## src/rtl/wb_stage_pipelined_if.sv

```systemverilog
// MEM-to-WB bus for the write-back stage: captured instruction fields in,
// register-file write port and retire counter out.
interface wb_stage_pipelined_if #(
  parameter int unsigned DATA_WIDTH     = 32,
  parameter int unsigned REG_ADDR_WIDTH = 5,
  parameter int unsigned COUNT_WIDTH    = 32
);
  logic                      in_valid;
  logic                      in_stall;
  logic                      in_flush;
  logic                      in_mem_to_reg;
  logic                      in_reg_write;
  logic [1:0]                in_load_size;
  logic                      in_load_unsigned;
  logic [REG_ADDR_WIDTH-1:0] in_write_back_destination;
  logic [DATA_WIDTH-1:0]     in_alu_result;
  logic [DATA_WIDTH-1:0]     in_read_data;

  logic [DATA_WIDTH-1:0]     write_data_out;
  logic                      reg_write_out;
  logic [REG_ADDR_WIDTH-1:0] write_back_destination_out;
  logic                      wb_valid_out;
  logic [COUNT_WIDTH-1:0]    retired_count;

  modport master (
    output in_valid, in_stall, in_flush, in_mem_to_reg, in_reg_write,
           in_load_size, in_load_unsigned, in_write_back_destination,
           in_alu_result, in_read_data,
    input  write_data_out, reg_write_out, write_back_destination_out,
           wb_valid_out, retired_count
  );

  modport slave (
    input  in_valid, in_stall, in_flush, in_mem_to_reg, in_reg_write,
           in_load_size, in_load_unsigned, in_write_back_destination,
           in_alu_result, in_read_data,
    output write_data_out, reg_write_out, write_back_destination_out,
           wb_valid_out, retired_count
  );
endinterface

```

## src/rtl/wb_stage_pipelined.sv

```systemverilog
// MIPS write-back stage: MEM/WB register with sub-word load formatting,
// stall/flush control, register-0 write suppression and a retire counter.
module wb_stage_pipelined #(
  parameter int unsigned DATA_WIDTH        = 32,
  parameter int unsigned REG_ADDR_WIDTH    = 5,
  parameter bit          ZERO_REG_SUPPRESS = 1'b1,
  parameter int unsigned COUNT_WIDTH       = 32
) (
  input logic                clk,
  input logic                reset_n,
  wb_stage_pipelined_if.slave wb
);

  logic [1:0]                offset;
  logic [7:0]                byte_lane;
  logic [15:0]               half_lane;
  logic                      ext_bit;
  logic [DATA_WIDTH-1:0]     load_data;
  logic [DATA_WIDTH-1:0]     sel_data;

  logic                      valid_q;
  logic                      reg_write_q;
  logic [DATA_WIDTH-1:0]     data_q;
  logic [REG_ADDR_WIDTH-1:0] dest_q;
  logic [COUNT_WIDTH-1:0]    count_q;
  logic                      retire;
  logic                      dest_is_zero;

  // Lane selection assumes a 32-bit word; halfword ignores offset[0].
  always_comb begin
    offset    = wb.in_alu_result[1:0];
    byte_lane = '0;
    case (offset)
      2'd0:    byte_lane = wb.in_read_data[7:0];
      2'd1:    byte_lane = wb.in_read_data[15:8];
      2'd2:    byte_lane = wb.in_read_data[23:16];
      default: byte_lane = wb.in_read_data[31:24];
    endcase
    half_lane = offset[1] ? wb.in_read_data[31:16] : wb.in_read_data[15:0];

    ext_bit   = 1'b0;
    load_data = wb.in_read_data;
    case (wb.in_load_size)
      2'b00: begin
        ext_bit   = ~wb.in_load_unsigned & byte_lane[7];
        load_data = {{(DATA_WIDTH-8){ext_bit}}, byte_lane};
      end
      2'b01: begin
        ext_bit   = ~wb.in_load_unsigned & half_lane[15];
        load_data = {{(DATA_WIDTH-16){ext_bit}}, half_lane};
      end
      default: load_data = wb.in_read_data;
    endcase

    sel_data = wb.in_mem_to_reg ? load_data : wb.in_alu_result;
  end

  assign retire = valid_q & ~wb.in_stall & ~wb.in_flush;

  always_ff @(posedge clk or negedge reset_n) begin
    if (!reset_n) begin
      valid_q     <= 1'b0;
      reg_write_q <= 1'b0;
      data_q      <= '0;
      dest_q      <= '0;
      count_q     <= '0;
    end else begin
      // Flush only clears valid; the held fields stay for observability.
      if (wb.in_flush) begin
        valid_q <= 1'b0;
      end else if (!wb.in_stall) begin
        valid_q     <= wb.in_valid;
        reg_write_q <= wb.in_reg_write;
        data_q      <= sel_data;
        dest_q      <= wb.in_write_back_destination;
      end
      if (retire) begin
        count_q <= count_q + COUNT_WIDTH'(1);
      end
    end
  end

  assign dest_is_zero                  = (dest_q == '0);
  assign wb.write_data_out             = data_q;
  assign wb.write_back_destination_out = dest_q;
  assign wb.wb_valid_out               = valid_q;
  assign wb.retired_count              = count_q;
  assign wb.reg_write_out              = valid_q & reg_write_q &
                                         ~(ZERO_REG_SUPPRESS & dest_is_zero);

endmodule

```

## src/flat_wrapper.sv

```systemverilog
// flat-port wrapper written by rule: the top's interface ports become plain ports
module wb_stage_pipelined_flat 
#(
  parameter int unsigned DATA_WIDTH        = 32,
  parameter int unsigned REG_ADDR_WIDTH    = 5,
  parameter bit          ZERO_REG_SUPPRESS = 1'b1,
  parameter int unsigned COUNT_WIDTH       = 32
)
  (clk, reset_n, wb_in_valid, wb_in_stall, wb_in_flush, wb_in_mem_to_reg, wb_in_reg_write, wb_in_load_size, wb_in_load_unsigned, wb_in_write_back_destination, wb_in_alu_result, wb_in_read_data, wb_write_data_out, wb_reg_write_out, wb_write_back_destination_out, wb_wb_valid_out, wb_retired_count);
  wb_stage_pipelined_if #(.DATA_WIDTH(DATA_WIDTH), .REG_ADDR_WIDTH(REG_ADDR_WIDTH), .COUNT_WIDTH(COUNT_WIDTH)) wb_i ();
  input logic clk;
  input logic reset_n;
  input wire logic [$bits(wb_i.in_valid)-1:0] wb_in_valid;
  input wire logic [$bits(wb_i.in_stall)-1:0] wb_in_stall;
  input wire logic [$bits(wb_i.in_flush)-1:0] wb_in_flush;
  input wire logic [$bits(wb_i.in_mem_to_reg)-1:0] wb_in_mem_to_reg;
  input wire logic [$bits(wb_i.in_reg_write)-1:0] wb_in_reg_write;
  input wire logic [$bits(wb_i.in_load_size)-1:0] wb_in_load_size;
  input wire logic [$bits(wb_i.in_load_unsigned)-1:0] wb_in_load_unsigned;
  input wire logic [$bits(wb_i.in_write_back_destination)-1:0] wb_in_write_back_destination;
  input wire logic [$bits(wb_i.in_alu_result)-1:0] wb_in_alu_result;
  input wire logic [$bits(wb_i.in_read_data)-1:0] wb_in_read_data;
  output wire logic [$bits(wb_i.write_data_out)-1:0] wb_write_data_out;
  output wire logic [$bits(wb_i.reg_write_out)-1:0] wb_reg_write_out;
  output wire logic [$bits(wb_i.write_back_destination_out)-1:0] wb_write_back_destination_out;
  output wire logic [$bits(wb_i.wb_valid_out)-1:0] wb_wb_valid_out;
  output wire logic [$bits(wb_i.retired_count)-1:0] wb_retired_count;
  assign wb_i.in_valid = wb_in_valid;
  assign wb_i.in_stall = wb_in_stall;
  assign wb_i.in_flush = wb_in_flush;
  assign wb_i.in_mem_to_reg = wb_in_mem_to_reg;
  assign wb_i.in_reg_write = wb_in_reg_write;
  assign wb_i.in_load_size = wb_in_load_size;
  assign wb_i.in_load_unsigned = wb_in_load_unsigned;
  assign wb_i.in_write_back_destination = wb_in_write_back_destination;
  assign wb_i.in_alu_result = wb_in_alu_result;
  assign wb_i.in_read_data = wb_in_read_data;
  assign wb_write_data_out = wb_i.write_data_out;
  assign wb_reg_write_out = wb_i.reg_write_out;
  assign wb_write_back_destination_out = wb_i.write_back_destination_out;
  assign wb_wb_valid_out = wb_i.wb_valid_out;
  assign wb_retired_count = wb_i.retired_count;
  wb_stage_pipelined #(.DATA_WIDTH(DATA_WIDTH), .REG_ADDR_WIDTH(REG_ADDR_WIDTH), .ZERO_REG_SUPPRESS(ZERO_REG_SUPPRESS), .COUNT_WIDTH(COUNT_WIDTH)) u_core (.clk(clk), .reset_n(reset_n), .wb(wb_i));
endmodule
```

## config.mk

```make
export PLATFORM = sky130hd
export DESIGN_NAME = wb_stage_pipelined_flat
export DESIGN_NICKNAME = d
export VERILOG_FILES = /design/src/rtl/wb_stage_pipelined_if.sv /design/src/rtl/wb_stage_pipelined.sv /design/src/flat_wrapper.sv
export SDC_FILE = /design/constraint.sdc
export NUM_CORES = 1
export LEC_CHECK = 0
export ABC_AREA = 1
export CORE_MARGIN = 5
export CORE_UTILIZATION = 30
export DETAILED_ROUTE_END_ITERATION = 10
export REMOVE_ABC_BUFFERS = 1
export SYNTH_ARGS = -nofsm -noshare
export SYNTH_HDL_FRONTEND = slang
export SYNTH_SLANG_ARGS = --single-unit
```

## constraint.sdc

```tcl
create_clock -name clk -period 1.57 [get_ports clk]
set_input_delay 0.157 -clock clk [delete_from_list [all_inputs] [get_ports clk]]
set_output_delay 0.157 -clock clk [all_outputs]
set_load 0.05 [all_outputs]
```

Word level (Yosys, flattened, before mapping) --
Cells that the tools add are included.
Storage, ports and cells: register bits after elaboration 71, output and inout port bits 71, word-level logic and storage cells 30
Cells by class: add/subtract/negate cells 1, equal/unequal tests 4, muxes and demuxes 6, bitwise logic cells 10, reduce and logical (&&, ||, !) cells 4
Operators by type and width (count):
- $pmux W32 S2 | 1
- $add A32 B1 Y32 const B | 1
- $mux W32 | 1
- $pmux W8 S3 | 1
- $mux W16 | 1
- $and A1 B1 Y1 | 6
- $logic_not A5 Y1 | 1
- $eq A2 B1 Y1 const B | 2
- $logic_not A2 Y1 | 2
- $not A1 Y1 | 4
- $eq A2 B2 Y1 const B | 1
- $mux W1 | 2
- $ne A2 B1 Y1 const B | 1
- $reduce_and A2 Y1 | 1

Longest topological paths before layout --
depth after elaboration 5, gate-level depth with buffers 10

Worst setup path after synthesis --
OpenSTA, ideal clock, no wires.
path type register to register, start point register u_core.count_q[0], in the netlist u_core.wb.retired_count[0], end point register u_core.count_q[24], in the netlist u_core.wb.retired_count[24], setup time 0.114 ns, arrival time 1.654 ns, required time 1.456 ns, path slack -0.198 ns, cell stages (with the launch flop) 9, clock period less this slack 1.768 ns, cell sequence dfrtp_1 > ha_1 > nand3_1 > nor2_1 > nand2_1 > nor2_2 > nand3_1 > nand2_1 > inv_1
Between the ends: cells in the longest elaborated chain, start to end 1
Ends and longest elaborated chain:
- from (decl) | RTL line wb_stage_pipelined.sv:25 | logic [COUNT_WIDTH-1:0] count_q;
- from (signal assigned) | RTL line wb_stage_pipelined.sv:78 | count_q <= count_q + COUNT_WIDTH'(1);
- $add A32 B1 Y32 | RTL line wb_stage_pipelined.sv:78
Every way passes these cells. A chain may end at the register's enable or synchronous reset.

Worst setup path in the final report --
start point register u_core.dest_q[2], in the netlist u_core.wb.write_back_destination_out[2], end point output port wb_reg_write_out
Between the ends: cells in the longest elaborated chain, start to end 3
Ends and longest elaborated chain:
- from (decl) | RTL line wb_stage_pipelined.sv:24 | logic [REG_ADDR_WIDTH-1:0] dest_q;
- from (signal assigned) | RTL line wb_stage_pipelined.sv:75 | dest_q <= wb.in_write_back_destination;
- $logic_not A5 Y1 | RTL line wb_stage_pipelined.sv:83 | assign dest_is_zero = (dest_q == '0);
- $not A1 Y1 | RTL line wb_stage_pipelined.sv:89 | ~(ZERO_REG_SUPPRESS & dest_is_zero);
- $and A1 B1 Y1 | RTL line wb_stage_pipelined.sv:88 | assign wb.reg_write_out = valid_q & reg_write_q &
- to (decl) | RTL line flat_wrapper.sv:24 | output wire logic [$bits(wb_i.reg_write_out)-1:0] wb_reg_write_out;
Every way passes these cells.

==> metrics.md <==
| Metric | Value |
|---|---|
| Register area share after synthesis | `39.7%` |
| Die height | `132 microns` |
| Switching Fraction | `34.3%` |
| Final max-slew violation count | `0` |
| CTS tree | `yes` |
| Syn avg cell area | `6.36 sq um` |
| Crit path DAT | `1.32 ns` |
| DRT Pass-1 Iters | `4` |
| Post-Syn Area | `4470 sq um` |
| Worst Skew | `0.00667 ns` |
| TritonCTS Buffers | `9` |
| Total negative slack | `0 ns` |
| P_leak | `3.35 nW` |
| Mapped Cells | `704` |
| Int Pwr | `4.30 mW` |
| Slew @ Worst Pin | `0.405 ns` |
| N_diodes | `0` |
| Final antenna-violating net count | `0` |
| Yosys warnings | `0` |
| I/O Pins | `150` |
| Pwr/cell area | `979 nW/um^2` |
| Share of layout cells above drive strength 1 | `18.2%` |
| Routability-driven placement congestion ratio | `0.891` |
| CP Launch Type | `flop` |
| Setup CP Type | `flop to output port` |
| Yosys cell types | `24` |
| Drt wl/cell | `14.2 microns` |
| WL final | `15,200 microns` |
| CP required | `1.41 ns` |
| CP peak stage delay | `0.38 ns` |
| Vias | `4,847` |
| Vias in the first global route | `4,761` |
| Clk root buf | `clkbuf_16` |
| # port buffers | `149` |
| Crit path cell chain | `inv_1 > nand3_2 > o311ai_2 > inv_1 > buf_6` |
| Clock power share | `36.1%` |
| Final Net Count | `963` |
| Worst-Skew Late Latency | `0.33 ns` |
| DR vias/cell | `4.53` |
| GRT Util Overall | `17.4%` |
| Post-DP HPWL | `11,500 microns` |
| RSZ-0062 raised after global routing | `false` |
| Slew HR | `73.0%` |
| Row Count | `44` |
| Die width | `132 microns` |
| Slowest cell on the critical path | `dfrtp_1` |
| Max-cap violations | `0` |
| Max Fclk | `677 MHz` |
| CTS sink count | `71` |
| Worst Setup End Kind | `output port` |
| Clock Path Buffers | `2` |
| Core Region | `14,600 sq um` |
| Reg clk slew, reported paths | `0.06 ns` |
| Switch Pwr | `2.24 mW` |
| Largest net degree at the start of global routing | `72` |
| Most frequent CP cell | `inv_1` |
| Total grt overflow | `0` |
| Htree depth | `3` |
| Final setup violation count | `0` |
| Tmin final | `1.48 ns` |
| First-pass GRT wire length | `24,800 microns` |
| Setup WS post-layout | `0.0927 ns` |
| Antenna violations before repair | `0` |
| Status | `finished, final reports clean` |
| Initial Util | `30.7%` |
| Dpl ws | `-0.115 ns` |
| VDD IR-drop max | `0.000658 V` |
| Finished Layout Cells | `1,071` |
| Die area | `17,500 sq um` |
| Residual DRC | `0` |
| Hold Path Class | `primary input to flop` |
| Final Hold Fails | `0` |
| Register bit total from synthesis | `71` |
| Area Growth Syn to Fin | `49.4%` |
| Crit-path max FO | `2` |
| Initial drt markers | `272` |
| DP Cell Count | `1,054` |
| Seq pwr share | `33.8%` |
| Final Cycle Share | `94.1%` |
| Combinational share of power | `30.1%` |
==> per-layer routing <==
| layer | part of all wire, % | global-route usage (%) | vias to the layer above |
|---|---|---|---|
| li1 | - | - | 2543 |
| met2 | 47 | 28.2 | 101 |
| met4 | 2.6 | 6.06 | 0 |
| met5 | 0 | 0 | - |
| met1 | 46 | 22.6 | 2179 |
| met3 | 5.2 | 4.43 | 24 |
==> cells in the final DEF (no fill, tap or decap) <==
master,count
a22oi_1,2
clkinv_2,2
nand4_1,4
inv_6,1
buf_6,1
nand2_1,320
nand3_2,2
nor2_2,8
nor2_4,4
inv_2,4
o21ai_0,7
nand2_2,2
nand3b_1,1
buf_12,6
inv_1,46
nor2_1,102
a21oi_1,35
dlygate4sd3_1,1
ha_4,1
nand3_1,45
clkdlybuf4s50_1,77
or2_2,6
dfrtp_2,4
o211ai_1,4
clkbuf_16,9
xnor2_1,6
dfrtp_1,67
buf_4,107
xor2_1,9
o311ai_2,1
bufinv_16,3
==> final timing paths <==
path,from,to,slack (ns),depth (start not counted)
hold / removal,wb_in_write_back_destination[1],u_core.wb.write_back_destination_out[1]$_DFFE_PN0P_,0.36,3
min in group asynchronous,reset_n,u_core.wb.write_data_out[29]$_DFFE_PN0P_,0.39,3
max in group asynchronous,reset_n,u_core.wb.retired_count[17]$_DFFE_PN0P_,0.82,3
setup / recovery,u_core.wb.write_back_destination_out[2]$_DFFE_PN0P_,wb_reg_write_out,0.09,5
setup reg to reg,u_core.wb.retired_count[6]$_DFFE_PN0P_,u_core.wb.retired_count[31]$_DFFE_PN0P_,0.15,9
hold reg to reg,u_core.wb.write_data_out[14]$_DFFE_PN0P_,u_core.wb.write_data_out[14]$_DFFE_PN0P_,0.48,2
==> cell usage after synthesis <==
| cell type | n | area (sq um) |
|---|---|---|
| buf_2 | 8 | 40.0 |
| nor2_4 | 3 | 33.8 |
| xor2_1 | 9 | 78.8 |
| xnor2_1 | 6 | 52.6 |
| nand3b_1 | 1 | 7.51 |
| clkbuf_1 | 12 | 45.0 |
| a22oi_1 | 2 | 15.0 |
| o311ai_0 | 1 | 8.76 |
| nand2_1 | 320 | 1200 |
| nand3_1 | 47 | 235 |
| a21oi_1 | 35 | 175 |
| o21ai_0 | 7 | 35.0 |
| ha_1 | 1 | 12.5 |
| o211ai_1 | 4 | 30.0 |
| dfrtp_1 | 71 | 1780 |
| inv_1 | 47 | 176 |
| inv_2 | 3 | 11.3 |
| buf_1 | 2 | 7.51 |
| buf_6 | 2 | 22.5 |
| or2_2 | 6 | 37.5 |
| nor2_2 | 7 | 43.8 |
| nand4_1 | 4 | 25.0 |
| nand2_2 | 2 | 12.5 |
| nor2_1 | 104 | 390 |
==> cell families (layout without fill, tap and decap cells) <==
logic type | Yosys count | in the layout | share of synthesized area, %
AOI/OAI and AO/OA | 49 | 49 | 5.90
xor gates and xnor gates | 15 | 15 | 2.94
adders and majority gates | 1 | 1 | 0.280
buffers and inverters | 74 | 257 | 6.77
DFF | 71 | 71 | 39.7
and+or+nand+nor | 494 | 494 | 44.4
==> worst max-delay path: cells and delay by family, from the launching register on <==
| family | cells | cell delay (ns) |
|---|---|---|
| AO/OA/AOI/OAI | 1 | 0.21 |
| flip-flops | 1 | 0.38 |
| AND/OR/NAND/NOR | 1 | 0.09 |
| buffers and inverters | 3 | 0.31 |
==> final cells by class <==
cell class                 instances  area (sq um)
clock buffer                       9           225
clock inverter                     6           109
fill                            1531          7910
inverter                          50           188
multi-input combinational        559          2430
sequential                        71          1780
tap                              184           230
timing repair buffer             192          1720
==> per-stage QoR <==
| step | util, % | total power, mW | instance area [sq um] | hold WS [ns] |
|---|---|---|---|---|
| after floorplan | - | 3.28 | 4360 | -0.139 |
| after global placement | 43.1 | 4.15 | 6280 | 0.203 |
| after detailed placement | 43.1 | 4.16 | 6280 | 0.207 |
| after CTS | 45.4 | 6.58 | 6630 | 0.348 |
| after global routing | 45.8 | 6.86 | 6680 | 0.366 |
| final | 45.8 | 6.54 | 6680 | 0.361 |
==> power by group through the flow <==
stage | combinational, mW | sequential (mW) | clock (mW)
2_1_floorplan | 0.425 | 2.86 | 0
3_3_place_gp | 1.94 | 2.22 | 0
3_5_place_dp | 1.95 | 2.21 | 0
4_1_cts | 1.95 | 2.19 | 2.44
5_1_grt | 2.12 | 2.25 | 2.49
6_report | 1.97 | 2.21 | 2.36
==> what timing repair did <==
item | in CTS | in global routing
endpoints found under the hold margin | 71 | 0
gates resized for setup | 2 | 13
buffers inserted | 0 | 1
hold buffers | 1 | 0
endpoints found under the setup margin | 2 | 12
==> sequential cells by signal, summed over array words and instances, names as in the netlist <==
name / cells
u_core.wb.retired_count: 32
u_core.wb.wb_valid_out: 1
u_core.reg_write_q: 1
u_core.wb.write_data_out: 32
u_core.wb.write_back_destination_out: 5
Note: power is estimated with default switching activity, not from simulation.
